`config.mk`:
```
export PLATFORM = sky130hd
export DESIGN_NAME = pc_gen
export DESIGN_NICKNAME = d
export VERILOG_FILES = /design/src/rtl/pc_pkg.sv /design/src/rtl/pc_ras.sv /design/src/rtl/pc_gen.sv
export SDC_FILE = /design/constraint.sdc
export NUM_CORES = 1
export LEC_CHECK = 0
export CORE_MARGIN = 2
export CORE_UTILIZATION = 40
export DETAILED_ROUTE_END_ITERATION = 16
export PLACE_DENSITY = 0.67
export REMOVE_ABC_BUFFERS = 1
export SLEW_MARGIN = 20
export SYNTH_ARGS = -nofsm -noshare
export SYNTH_HDL_FRONTEND = slang
export SYNTH_SLANG_ARGS = --single-unit
```
`constraint.sdc`:
```
create_clock -name clk -period 5.72 [get_ports clk]
set_input_delay 1.144 -clock clk [delete_from_list [all_inputs] [get_ports clk]]
set_output_delay 1.144 -clock clk [all_outputs]
set_load 0.1 [all_outputs]
```
`src/rtl/pc_pkg.sv`:
```
// pc_pkg: shared types and constants for the program-counter generator.
// Holds the fetch FSM state type, the next-PC source select and the
// default exception vector. The optional return-address stack is enabled
// by defining PC_RAS_EN.
package pc_pkg;

   // Fetch FSM: BOOT for one cycle after reset, RUN normally, HOLD while a
   // redirect target is parked waiting for the fetch to be accepted.
   typedef enum logic [1:0] {
      BOOT = 2'd0,
      RUN  = 2'd1,
      HOLD = 2'd2
   } pc_state_e;

   // Sequential fetch increment (one 32-bit instruction).
   localparam int unsigned PC_INC = 4;

   // Default exception entry address; the top truncates it to WIDTH.
   localparam logic [31:0] PC_EXC_VEC = 32'h0000_0180;

   // Source of the next PC, listed from "no change" up to the
   // highest-priority events.
   typedef enum logic [2:0] {
      SEL_KEEP = 3'd0,  // no advance, PC holds
      SEL_SEQ  = 3'd1,  // PC + 4
      SEL_TGT  = 3'd2,  // jump/branch target taken directly
      SEL_PARK = 3'd3,  // jump/branch target parked in pend_addr
      SEL_PEND = 3'd4,  // parked target released
      SEL_RAS  = 3'd5,  // return address popped from the stack
      SEL_EXC  = 3'd6,  // exception vector
      SEL_ERET = 3'd7   // return from exception
   } pc_sel_e;

endpackage

```
`src/rtl/pc_ras.sv`:
```
// pc_ras: circular return-address stack. A push when full overwrites the
// oldest entry; a pop on an empty stack is ignored. A simultaneous push
// and pop replaces the top entry. Only instantiated when PC_RAS_EN is
// defined.
module pc_ras
   import pc_pkg::*;
#(
   parameter int unsigned WIDTH     = 32,
   parameter int unsigned RAS_DEPTH = 4
) (
   input  logic             clk,
   input  logic             Reset,
   input  logic             push,
   input  logic [WIDTH-1:0] push_data,
   input  logic             pop,
   output logic [WIDTH-1:0] top,
   output logic             empty
);

   localparam int unsigned AW = $clog2(RAS_DEPTH);

   logic [WIDTH-1:0] mem_q [RAS_DEPTH];
   logic [AW-1:0]    wr_ptr_q;   // next slot to write
   logic [AW-1:0]    top_idx;    // most recently written slot
   logic [AW:0]      cnt_q;      // live entries, saturates at RAS_DEPTH

   assign top_idx = wr_ptr_q - 1'b1;
   assign top     = mem_q[top_idx];
   assign empty   = (cnt_q == '0);

   // Stack pointer, occupancy and storage update.
   always_ff @(posedge clk or negedge Reset) begin
      if (!Reset) begin
         wr_ptr_q <= '0;
         cnt_q    <= '0;
         for (int i = 0; i < RAS_DEPTH; i++) mem_q[i] <= '0;
      end else if (push && pop && !empty) begin
         mem_q[top_idx] <= push_data;
      end else if (push) begin
         mem_q[wr_ptr_q] <= push_data;
         wr_ptr_q        <= wr_ptr_q + 1'b1;
         if (cnt_q != (AW+1)'(RAS_DEPTH)) cnt_q <= cnt_q + 1'b1;
      end else if (pop && !empty) begin
         wr_ptr_q <= wr_ptr_q - 1'b1;
         cnt_q    <= cnt_q - 1'b1;
      end
   end

endmodule

```
`src/rtl/pc_gen.sv`:
```
// pc_gen: program-counter generator for the fetch stage.
// Computes the next fetch address from sequential advance, jump/branch
// redirects, exception entry (with EPC capture) and ERET. A redirect that
// arrives while fetch is blocked is parked and released on the next
// accepted fetch. Define PC_RAS_EN to add a return-address stack
// (pc_ras) serving call/ret; without it call/ret are ignored.
//
// Handshake: PC is a fetch request whenever fetch_valid is high. The
// request is accepted (adv) on a rising edge where fetch_valid and
// fetch_ready are high and stall is low; only then does PC advance or take
// a jump/branch target. exc and eret update PC on the next edge
// regardless of the handshake.
module pc_gen
   import pc_pkg::*;
#(
   parameter int unsigned      WIDTH     = 32,
   parameter logic [WIDTH-1:0] RESET_VEC = '0,
   parameter logic [WIDTH-1:0] EXC_VEC   = WIDTH'(PC_EXC_VEC),
   parameter int unsigned      RAS_DEPTH = 4
) (
   input  logic             clk,
   input  logic             Reset,
   input  logic             stall,
   input  logic             br_taken,
   input  logic [WIDTH-1:0] br_target,
   input  logic             jmp,
   input  logic [WIDTH-1:0] jmp_target,
   input  logic             exc,
   input  logic             eret,
   input  logic             call,
   input  logic             ret,
   input  logic             fetch_ready,
   output logic             fetch_valid,
   output logic [WIDTH-1:0] PC,
   output logic [WIDTH-1:0] epc,
   output logic             ras_empty,
   output pc_state_e        state_dbg
);

   // Instruction addresses are word aligned: bits [1:0] always cleared.
   localparam logic [WIDTH-1:0] ALIGN_MASK = ~WIDTH'(3);

   pc_state_e        state_q, state_d;
   pc_sel_e          sel;
   logic [WIDTH-1:0] pc_q, pc_d;
   logic [WIDTH-1:0] epc_q, epc_d;
   logic [WIDTH-1:0] pend_q, pend_d;
   logic             fv_q;
   logic             adv;
   logic             rdr_new;
   logic [WIDTH-1:0] rdr_tgt;
   logic [WIDTH-1:0] pc_inc;
   logic             ras_hit;
   logic [WIDTH-1:0] ras_top;

   assign adv     = fv_q & fetch_ready & ~stall;
   assign rdr_new = jmp | br_taken;
   assign rdr_tgt = (jmp ? jmp_target : br_target) & ALIGN_MASK;
   assign pc_inc  = pc_q + WIDTH'(PC_INC);

`ifdef PC_RAS_EN
   logic             ras_push;
   logic             ras_pop;
   logic             ras_empty_w;
   logic [WIDTH-1:0] ras_top_w;

   // A call pushes its return address whenever the fetch is accepted,
   // except in the cycle an exception or ERET takes over the PC.
   assign ras_push = call & adv & ~exc & ~eret;
   assign ras_pop  = (sel == SEL_RAS);
   assign ras_hit  = ret & ~ras_empty_w;
   assign ras_top  = ras_top_w & ALIGN_MASK;
   assign ras_empty = ras_empty_w;

   pc_ras #(
      .WIDTH     (WIDTH),
      .RAS_DEPTH (RAS_DEPTH)
   ) u_ras (
      .clk       (clk),
      .Reset     (Reset),
      .push      (ras_push),
      .push_data (pc_inc),
      .pop       (ras_pop),
      .top       (ras_top_w),
      .empty     (ras_empty_w)
   );
`else
   logic unused_ras;

   assign unused_ras = call ^ ret ^ (RAS_DEPTH == 0);
   assign ras_hit    = 1'b0;
   assign ras_top    = '0;
   assign ras_empty  = 1'b1;
`endif

   // Pick the next-PC source by priority: exc > eret > jmp/br > parked
   // target > ret > PC+4.
   always_comb begin
      sel = SEL_KEEP;
      if (exc)          sel = SEL_EXC;
      else if (eret)    sel = SEL_ERET;
      else if (rdr_new) sel = adv ? SEL_TGT : SEL_PARK;
      else if (adv) begin
         if (state_q == HOLD) sel = SEL_PEND;
         else if (ras_hit)    sel = SEL_RAS;
         else                 sel = SEL_SEQ;
      end
   end

   // Next state, next PC, EPC capture and parked target.
   always_comb begin
      pc_d    = pc_q;
      epc_d   = epc_q;
      pend_d  = pend_q;
      state_d = (state_q == BOOT) ? RUN : state_q;
      case (sel)
         SEL_EXC: begin
            pc_d    = EXC_VEC & ALIGN_MASK;
            epc_d   = pc_q;
            state_d = RUN;
         end
         SEL_ERET: begin
            pc_d    = epc_q;
            state_d = RUN;
         end
         SEL_TGT: begin
            pc_d    = rdr_tgt;
            state_d = RUN;
         end
         SEL_PARK: begin
            pend_d  = rdr_tgt;
            state_d = HOLD;
         end
         SEL_PEND: begin
            pc_d    = pend_q;
            state_d = RUN;
         end
         SEL_RAS: begin
            pc_d    = ras_top;
            state_d = RUN;
         end
         SEL_SEQ:  pc_d = pc_inc;
         default:  ;
      endcase
   end

   // State and PC registers; fetch_valid is its own flop so it is glitch free.
   always_ff @(posedge clk or negedge Reset) begin
      if (!Reset) begin
         state_q <= BOOT;
         pc_q    <= RESET_VEC;
         epc_q   <= '0;
         pend_q  <= '0;
         fv_q    <= 1'b0;
      end else begin
         state_q <= state_d;
         pc_q    <= pc_d;
         epc_q   <= epc_d;
         pend_q  <= pend_d;
         fv_q    <= (state_d != BOOT);
      end
   end

   assign fetch_valid = fv_q;
   assign PC          = pc_q;
   assign epc         = epc_q;
   assign state_dbg   = state_q;

endmodule

```
* Yosys cells after proc, flatten, opt, wreduce, memory -nomap -nowiden
Index checks and enable logic that the tools add are counted. W data, S select, Z words.
Word-level totals: flip-flop bits (word level) 97, bits of input ports 74, output and inout bits 68
Operators by class: add/sub/neg operators 1, eq/ne operators 8, muxes and demuxes 10, bitwise operators 4, reduce and logical (&&, ||, !) cells 4
Operators by type and width (number):
- $pmux W32 S6 | 1
- $add A32 B3 Y32 const B | 1
- $mux W32 | 1
- $mux W3 | 5
- $eq A3 B3 Y1 const B | 4
- $eq A3 B2 Y1 const B | 2
- $reduce_bool A6 Y1 | 1
- $reduce_or A5 Y1 | 1
- $pmux W2 S2 | 1
- $eq A3 B1 Y1 const B | 1
- $and A1 B1 Y1 | 2
- $eq A2 B2 Y1 const B | 1
- $logic_not A2 Y1 | 1
- $mux W2 | 1
- $reduce_bool A2 Y1 | 1
- $mux W1 | 1
- $not A1 Y1 | 1
- $or A1 B1 Y1 | 1

* Logic depth before layout (Yosys ltp)
Gate-level depths: netlist of run 1.
depth in word-level cells 10, mapped depth 8, depth with buffers taken out 6

* Worst setup path after synthesis of run 1
Ideal clock, no wire load.
path type register -> register, start point register pc_q[2] (netlist: PC[2]), end point register pc_q[28] (netlist: PC[28]), library setup time 126 ps, arrival 2687 ps, required time 5594 ps, slack 2907 ps, cell stages (with the launch flop) 7, cell sequence dfrtp_1 ha_1 nand4_1 nor4_1 nand4_1 xnor2_1 a221o_1
Between the ends: word-level cells in the longest chain between the ends 2
Ends and longest elaborated chain:
- start, declared | RTL line pc_gen.sv:45 | logic [WIDTH-1:0] pc_q, pc_d;
- start signal, assigned | RTL line pc_gen.sv:157 | pc_q <= pc_d;
- $add A32 B3 Y32 | RTL line pc_gen.sv:59 | assign pc_inc = pc_q + WIDTH'(PC_INC);
- $pmux W32 S6 | RTL line pc_gen.sv:116 | case (sel)
No other way between the ends. A chain may end at the register's enable or synchronous reset.

* Worst setup path after layout of run 1
start point input exc, end point register pend_q[29]
Between the ends: word-level cells in the longest chain between the ends 2
Ends and longest elaborated chain:
- start, declared | RTL line pc_gen.sv:28 | input logic exc,
- $mux W3 | RTL line pc_gen.sv:100 | if (exc) sel = SEL_EXC;
- $eq A3 B2 Y1 | RTL line pc_gen.sv:116
- end signal, assigned | RTL line pc_gen.sv:159 | pend_q <= pend_d;
- end, declared | RTL line pc_gen.sv:47 | logic [WIDTH-1:0] pend_q, pend_d;
No other way between the ends.

==> flow_metrics.env, run 1 <==
export IMPL_syn_area_sq_mm=0.00487
export IMPL_fp_dieH_um=114
export IMPL_start_util_pct=40.7
export IMPL_met3_length_um=926
export IMPL_synth_mux_area_share_pct=13.6
export IMPL_yosys_most_used_dff="dfrtp_1"
export IMPL_fin_setup_tns_ps=0
export IMPL_routed_wirelength_um=13700
export IMPL_drt_met1_wl_um=6210
export IMPL_h_tree_depth=3
export IMPL_finalSetupViolations=0
export IMPL_vias_per_cell=5.73
export IMPL_relSlewSlack_pct=29.4
export IMPL_critical_path_required_ps=5990
export IMPL_pre_cts_ws_ps=1970
export IMPL_clock_sinks=97
export IMPL_num_antenna_cells=0
export IMPL_grt_remaining_overflow=0
export IMPL_whs_path_depth=2
export IMPL_postCtsHoldBufs=0
export IMPL_ys_top_cells_by_count="dfrtp_1 (97), nor2_1 (62), a21oi_1 (38)"
export IMPL_tightest_slew_ps=1060
export IMPL_yosys_area_share_xor_xnor_pct=3.06
export IMPL_root_buffer="clkbuf_16"
export IMPL_synth_top_area_cell="dfrtp_1"
export IMPL_syn_inst=472
export IMPL_crit_arrival_ps=3690
export IMPL_postCtsSetupBuffers=0
export IMPL_slew_viol_final=0
export IMPL_postSynthAreaPerCell_sq_um=10.3
export IMPL_async_reset_ff_share_pct=100
export IMPL_antenna_found_initial=0
export IMPL_period_needed_ps=3430
export IMPL_path_max_fanout=38
export IMPL_rsz0062_at_grt="false"
export IMPL_port_buffers=134
export IMPL_status="complete, no violations"
export IMPL_yosysUniqueCellTypes=45
export IMPL_yosys_top_cells_area="dfrtp_1 (50%), mux2_2 (7.4%), mux2i_1 (6.2%)"
export IMPL_route_detailed_drc=0
export IMPL_firstDrtPassIters=5
export IMPL_synth_most_common_cell="dfrtp_1"
export IMPL_clock_latency_ps=340
export IMPL_synthAdderAreaFrac_pct=0.257
export IMPL_grt_max_degree=55
export IMPL_timing_fmax_ghz=0.292
export IMPL_finalCritPeriodShare_pct=59.9
export IMPL_synth_top_area_share_pct=49.9
export IMPL_ys_seq_area_share_pct=49.9
export IMPL_hp_class="register to register"
export IMPL_yosys_area_share_simple_pct=14.4
export IMPL_drt_initial_drc_count=183
export IMPL_dieArea_sq_mm=0.0131
export IMPL_pwr_density_cell_mw_per_mm2=257
export IMPL_synth_top_family_by_area="compound AO/OA/AOI/OAI gates"
export IMPL_grt_pass1_vias=4123
export IMPL_yosysWarningCount=0
export IMPL_crit_type="input port to register"
export IMPL_synth_edff_count=0
export IMPL_finish_net_count=670
export IMPL_synth_seq_cells=97
export IMPL_clk_pin_slew_worst_paths_ps=70
export IMPL_ff2ff_path_depth=6
export IMPL_die_width_um=114
export IMPL_final_hold_viol_count=0
export IMPL_grt_pass1_wl_um=22000
export IMPL_endpoint_kind="register"
export IMPL_postRouteAntennaNets=0
export IMPL_cts_made_buffers=9
export IMPL_clock_path_buffers=2
export IMPL_setup_ws_ps=2290
export IMPL_rows=40
export IMPL_synth_compound_area_share_pct=16.2
export IMPL_wl_met2_um=6440
export IMPL_cts_tree="done"
export IMPL_track_usage_pct=21.7
export IMPL_drive_above_1_share_pct=11.2
export IMPL_ir_drop_mv=0.120
export IMPL_postCtsResizedCells=0
export IMPL_coreArea_sq_mm=0.0120
export IMPL_place_congestion=0.822
export IMPL_io_pins=142
export IMPL_routed_via_count=4275
export IMPL_wl_per_cell_um=18.4
export IMPL_topRoutingLayerUsed="met4"
export IMPL_maxCapViolCount=0
export IMPL_area_growth_pct=36.3
export IMPL_finalClockSkew_ps=6.09
export IMPL_critPathLaunchType="input port"
export IMPL_dp_hpwl_um=9030
export IMPL_p_leak_nw=2.76
==> per-layer routing <==
metal  up-vias  GRT usage [%]
li1       1991              -
met1      2133           30.8
met2       139           34.4
met3        12           3.18
met4         0           6.99
met5         -              0
==> report_power, final <==
group	leakage (nW)	switching (mW)	internal (mW)	total, mW
Sequential	1.24	0.0385	0.740	0.778
Combinational	1.37	0.208	0.114	0.322
Clock	0.148	0.249	0.359	0.608
Total	2.76	0.495	1.21	1.71
==> per-stage QoR <==
stage	utilization, %	cells	power [mW]	hold WS, ps	cell area, sq um
after global routing	55.5	746	1.78	533	6640
after CTS	55.5	746	1.72	496	6640
after detailed placement	53.0	731	1.11	483	6340
final	55.5	746	1.71	495	6640
after floorplan	-	442	0.977	466	4750
after global placement	53.0	731	1.10	474	6340
==> placed cells by master (no fill, tap or decap), types with 5 or more instances in the layout <==
cell type,netlist,final
clkdlybuf4s50_1,0,131
dfrtp_1,97,97
nor2_1,62,61
a21oi_1,38,38
nand2_1,34,34
mux2_2,32,32
mux2i_1,30,30
a221oi_1,23,23
o211ai_1,20,20
o21ai_0,12,12
nand3_1,11,11
xor2_1,10,10
nand4_1,9,9
clkbuf_16,0,9
buf_4,1,9
and3_1,8,8
xnor2_1,7,7
a22oi_1,7,7
a221o_1,5,5
==> cell families (layout without fill, tap and decap cells) <==
logic type	count (synthesis)	after routing
mux	62	62
other cells	1	2
buf+inv	32	158
flops	97	97
xor+xnor	17	17
compound gates	115	115
fa+ha+maj	1	1
simple gates	147	147
==> critical path, cell delays in order <==
cell and delay, ps:
buf_2 440, nor2_1 410, nand2_1 330, nor2_4 650, buf_4 440, nor2_1 100
a21oi_1 130
==> final timing paths <==
path / start / to / slack (ps)
min in group asynchronous: Reset / pend_q[10]$_DFFE_PN0P_ / 800
worst min register to register: pend_q[31]$_DFFE_PN0P_ / PC[31]$_DFFE_PN0P_ / 500
worst max-delay path: exc / pend_q[29]$_DFFE_PN0P_ / 2290
worst min-delay path: pend_q[31]$_DFFE_PN0P_ / PC[31]$_DFFE_PN0P_ / 500
max in group asynchronous: Reset / pend_q[21]$_DFFE_PN0P_ / 3820
worst max register to register: PC[2]$_DFFE_PN0P_ / PC[30]$_DFFE_PN0P_ / 3160
==> registers in the layout, summed over array words and instances, names as in the netlist <==
register	flops
PC	32
epc	32
pend_q	30
state_dbg	2
fetch_valid	1
==> final cells by class <==
class	instances	area, sq um
Fill cell	1071	5330
Clock buffer	12	256
Tap cell	147	184
Clock inverter	3	40.0
Timing Repair Buffer	142	1390
Inverter	1	3.75
Sequential cell	97	2430
Multi-Input combinational cell	344	2330
(Power assumes the default switching activity.)
==> run 2, diff against run 1 <==
==> constraint.sdc (replaced) <==
create_clock -name clk -period 3.46 [get_ports clk]
set_input_delay 0.692 -clock clk [delete_from_list [all_inputs] [get_ports clk]]
set_output_delay 0.692 -clock clk [all_outputs]
set_load 0.1 [all_outputs]
==> run 2 against run 1 <==
Effect of this change:
- wire length grew 0.92%
- sequential share of layout area is essentially flat
- die area stayed put
- critical path type unchanged
- largest power group unchanged
- clock skew down 0.97 ps
- sequential power grew 66%
==> flow_metrics.env, run 2 (synthesis results as in run 1) <==
export IMPL_finalSetupViolations=0
export IMPL_maxCapViolCount=0
export IMPL_routed_wirelength_um=13900
export IMPL_io_pins=142
export IMPL_drive_above_1_share_pct=18.7
export IMPL_final_hold_viol_count=0
export IMPL_routed_via_count=4277
export IMPL_r2r_end="PC[31]$_DFFE_PN0P_"
export IMPL_clock_sinks=97
export IMPL_grt_max_degree=98
export IMPL_r2r_slack_ps=1180
export IMPL_ff2ff_path_depth=5
export IMPL_port_buffers=134
export IMPL_place_area_sq_mm=0.00630
export IMPL_postRouteAntennaNets=0
export IMPL_postCtsSetupBuffers=0
export IMPL_finalClockSkew_ps=5.13
export IMPL_rows=40
export IMPL_p_total_mw=2.95
export IMPL_critPathLaunchType="input port"
export IMPL_ir_drop_mv=0.238
export IMPL_tightest_slew_ps=985
export IMPL_cts_tree="done"
export IMPL_coreArea_sq_mm=0.0120
export IMPL_fin_util_pct=55.5
export IMPL_drt_initial_drc_count=219
export IMPL_grt_pass1_vias=4234
export IMPL_antenna_found_initial=0
export IMPL_route_detailed_drc=0
export IMPL_grt_pass1_wl_um=22200
export IMPL_place_congestion=0.806
export IMPL_slew_viol_final=0
export IMPL_firstDrtPassIters=4
export IMPL_stdcell_area_sq_mm=0.00664
export IMPL_postCtsResizedCells=0
export IMPL_track_usage_pct=21.8
export IMPL_status="complete, no violations"
export IMPL_postCtsHoldBufs=0
export IMPL_start_util_pct=40.7
export IMPL_wl_per_cell_um=18.4
export IMPL_rsz0062_at_grt="false"
export IMPL_die_width_um=114
export IMPL_h_tree_depth=3
export IMPL_crit_type="input port to register"
export IMPL_root_buffer="clkbuf_16"
export IMPL_crit_arrival_ps=2810
export IMPL_hp_class="input port to asynchronous set/reset pin"
export IMPL_path_max_fanout=18
export IMPL_pwr_density_cell_mw_per_mm2=445
export IMPL_final_common_cell="dfrtp_1"
export IMPL_num_antenna_cells=0
export IMPL_dp_hpwl_um=9330
export IMPL_timing_fmax_ghz=0.385
export IMPL_finalCritPeriodShare_pct=75.0
export IMPL_p_leak_nw=2.89
export IMPL_area_growth_pct=36.3
export IMPL_relSlewSlack_pct=34.1
export IMPL_layout_common_cells="dfrtp_1 (97), clkdlybuf4s50_1 (91), nor2_1 (61)"
export IMPL_vias_per_cell=5.69
export IMPL_dieArea_sq_mm=0.0131
export IMPL_fillers=1048
export IMPL_fp_dieH_um=114
export IMPL_finish_net_count=677
export IMPL_period_needed_ps=2600
export IMPL_place_inst=738
export IMPL_stdcell_count=752
export IMPL_clock_path_buffers=2
export IMPL_reg2reg_from="PC[10]$_DFFE_PN0P_"
export IMPL_endpoint_kind="register"
export IMPL_critical_path_required_ps=3670
export IMPL_grt_remaining_overflow=0
export IMPL_clk_pin_slew_worst_paths_ps=60
export IMPL_clock_latency_ps=340
export IMPL_cts_made_buffers=9
==> run 2: layer usage <==
| metal | vias up | GRT usage, % | part of all wire [%] |
|---|---|---|---|
| met5 | - | 0 | 0 |
| met4 | 0 | 5.12 | 1.1 |
| met3 | 13 | 4.98 | 5.8 |
| met2 | 124 | 35.5 | 48 |
| met1 | 2143 | 29.6 | 45 |
| li1 | 1997 | - | - |
==> run 2: stage by stage <==
step	hold slack [ps]	worst slack, ps	TNS (ps)
finish	395	863	0
detailed placement	486	564	0
CTS	435	862	0
global route	450	712	0
floorplan	396	-63.6	-1910
global placement	473	589	0
==> run 2: layout make-up <==
cell class	count	area, sq um	share of cell area, %
timing repair buffer	149	1350	20.4
multi-input combinational	344	2330	35.2
clock inverter	3	90.1	1.36
sequential	97	2430	36.6
inverter	1	3.75	0.0566
tap	147	184	2.77
clock buffer	11	243	3.66
==> run 2: critical path, cell delays in order <==
cell,delay (ps)
clkdlybuf4s50_1,390
nand3b_1,340
and2_1,570
buf_4,320
a221oi_1,340
o211ai_1,140
==> run 2: how the worst max path moves through the flow <==
| stage | cells past startpoint | startpoint | endpoint |
|---|---|---|---|
| 2_1_floorplan | 4 | fetch_valid$_DFF_PN0_ | pend_q[10]$_DFFE_PN0P_ |
| 3_3_place_gp | 6 | stall | PC[24]$_DFFE_PN0P_ |
| 3_5_place_dp | 6 | stall | PC[25]$_DFFE_PN0P_ |
| 4_1_cts | 1 | epc[18]$_DFFE_PN0N_ | epc[18] |
| 5_1_grt | 6 | stall | PC[25]$_DFFE_PN0P_ |
| 6_report | 6 | stall | PC[25]$_DFFE_PN0P_ |
==> run 2: power by group <==
| group | leakage [nW] | total (mW) | internal, mW | switching (mW) |
|---|---|---|---|---|
| Clock | 0.162 | 1.13 | 0.719 | 0.415 |
| Sequential | 1.24 | 1.29 | 1.22 | 0.0640 |
| Combinational | 1.49 | 0.530 | 0.187 | 0.343 |
| Total | 2.89 | 2.95 | 2.13 | 0.822 |
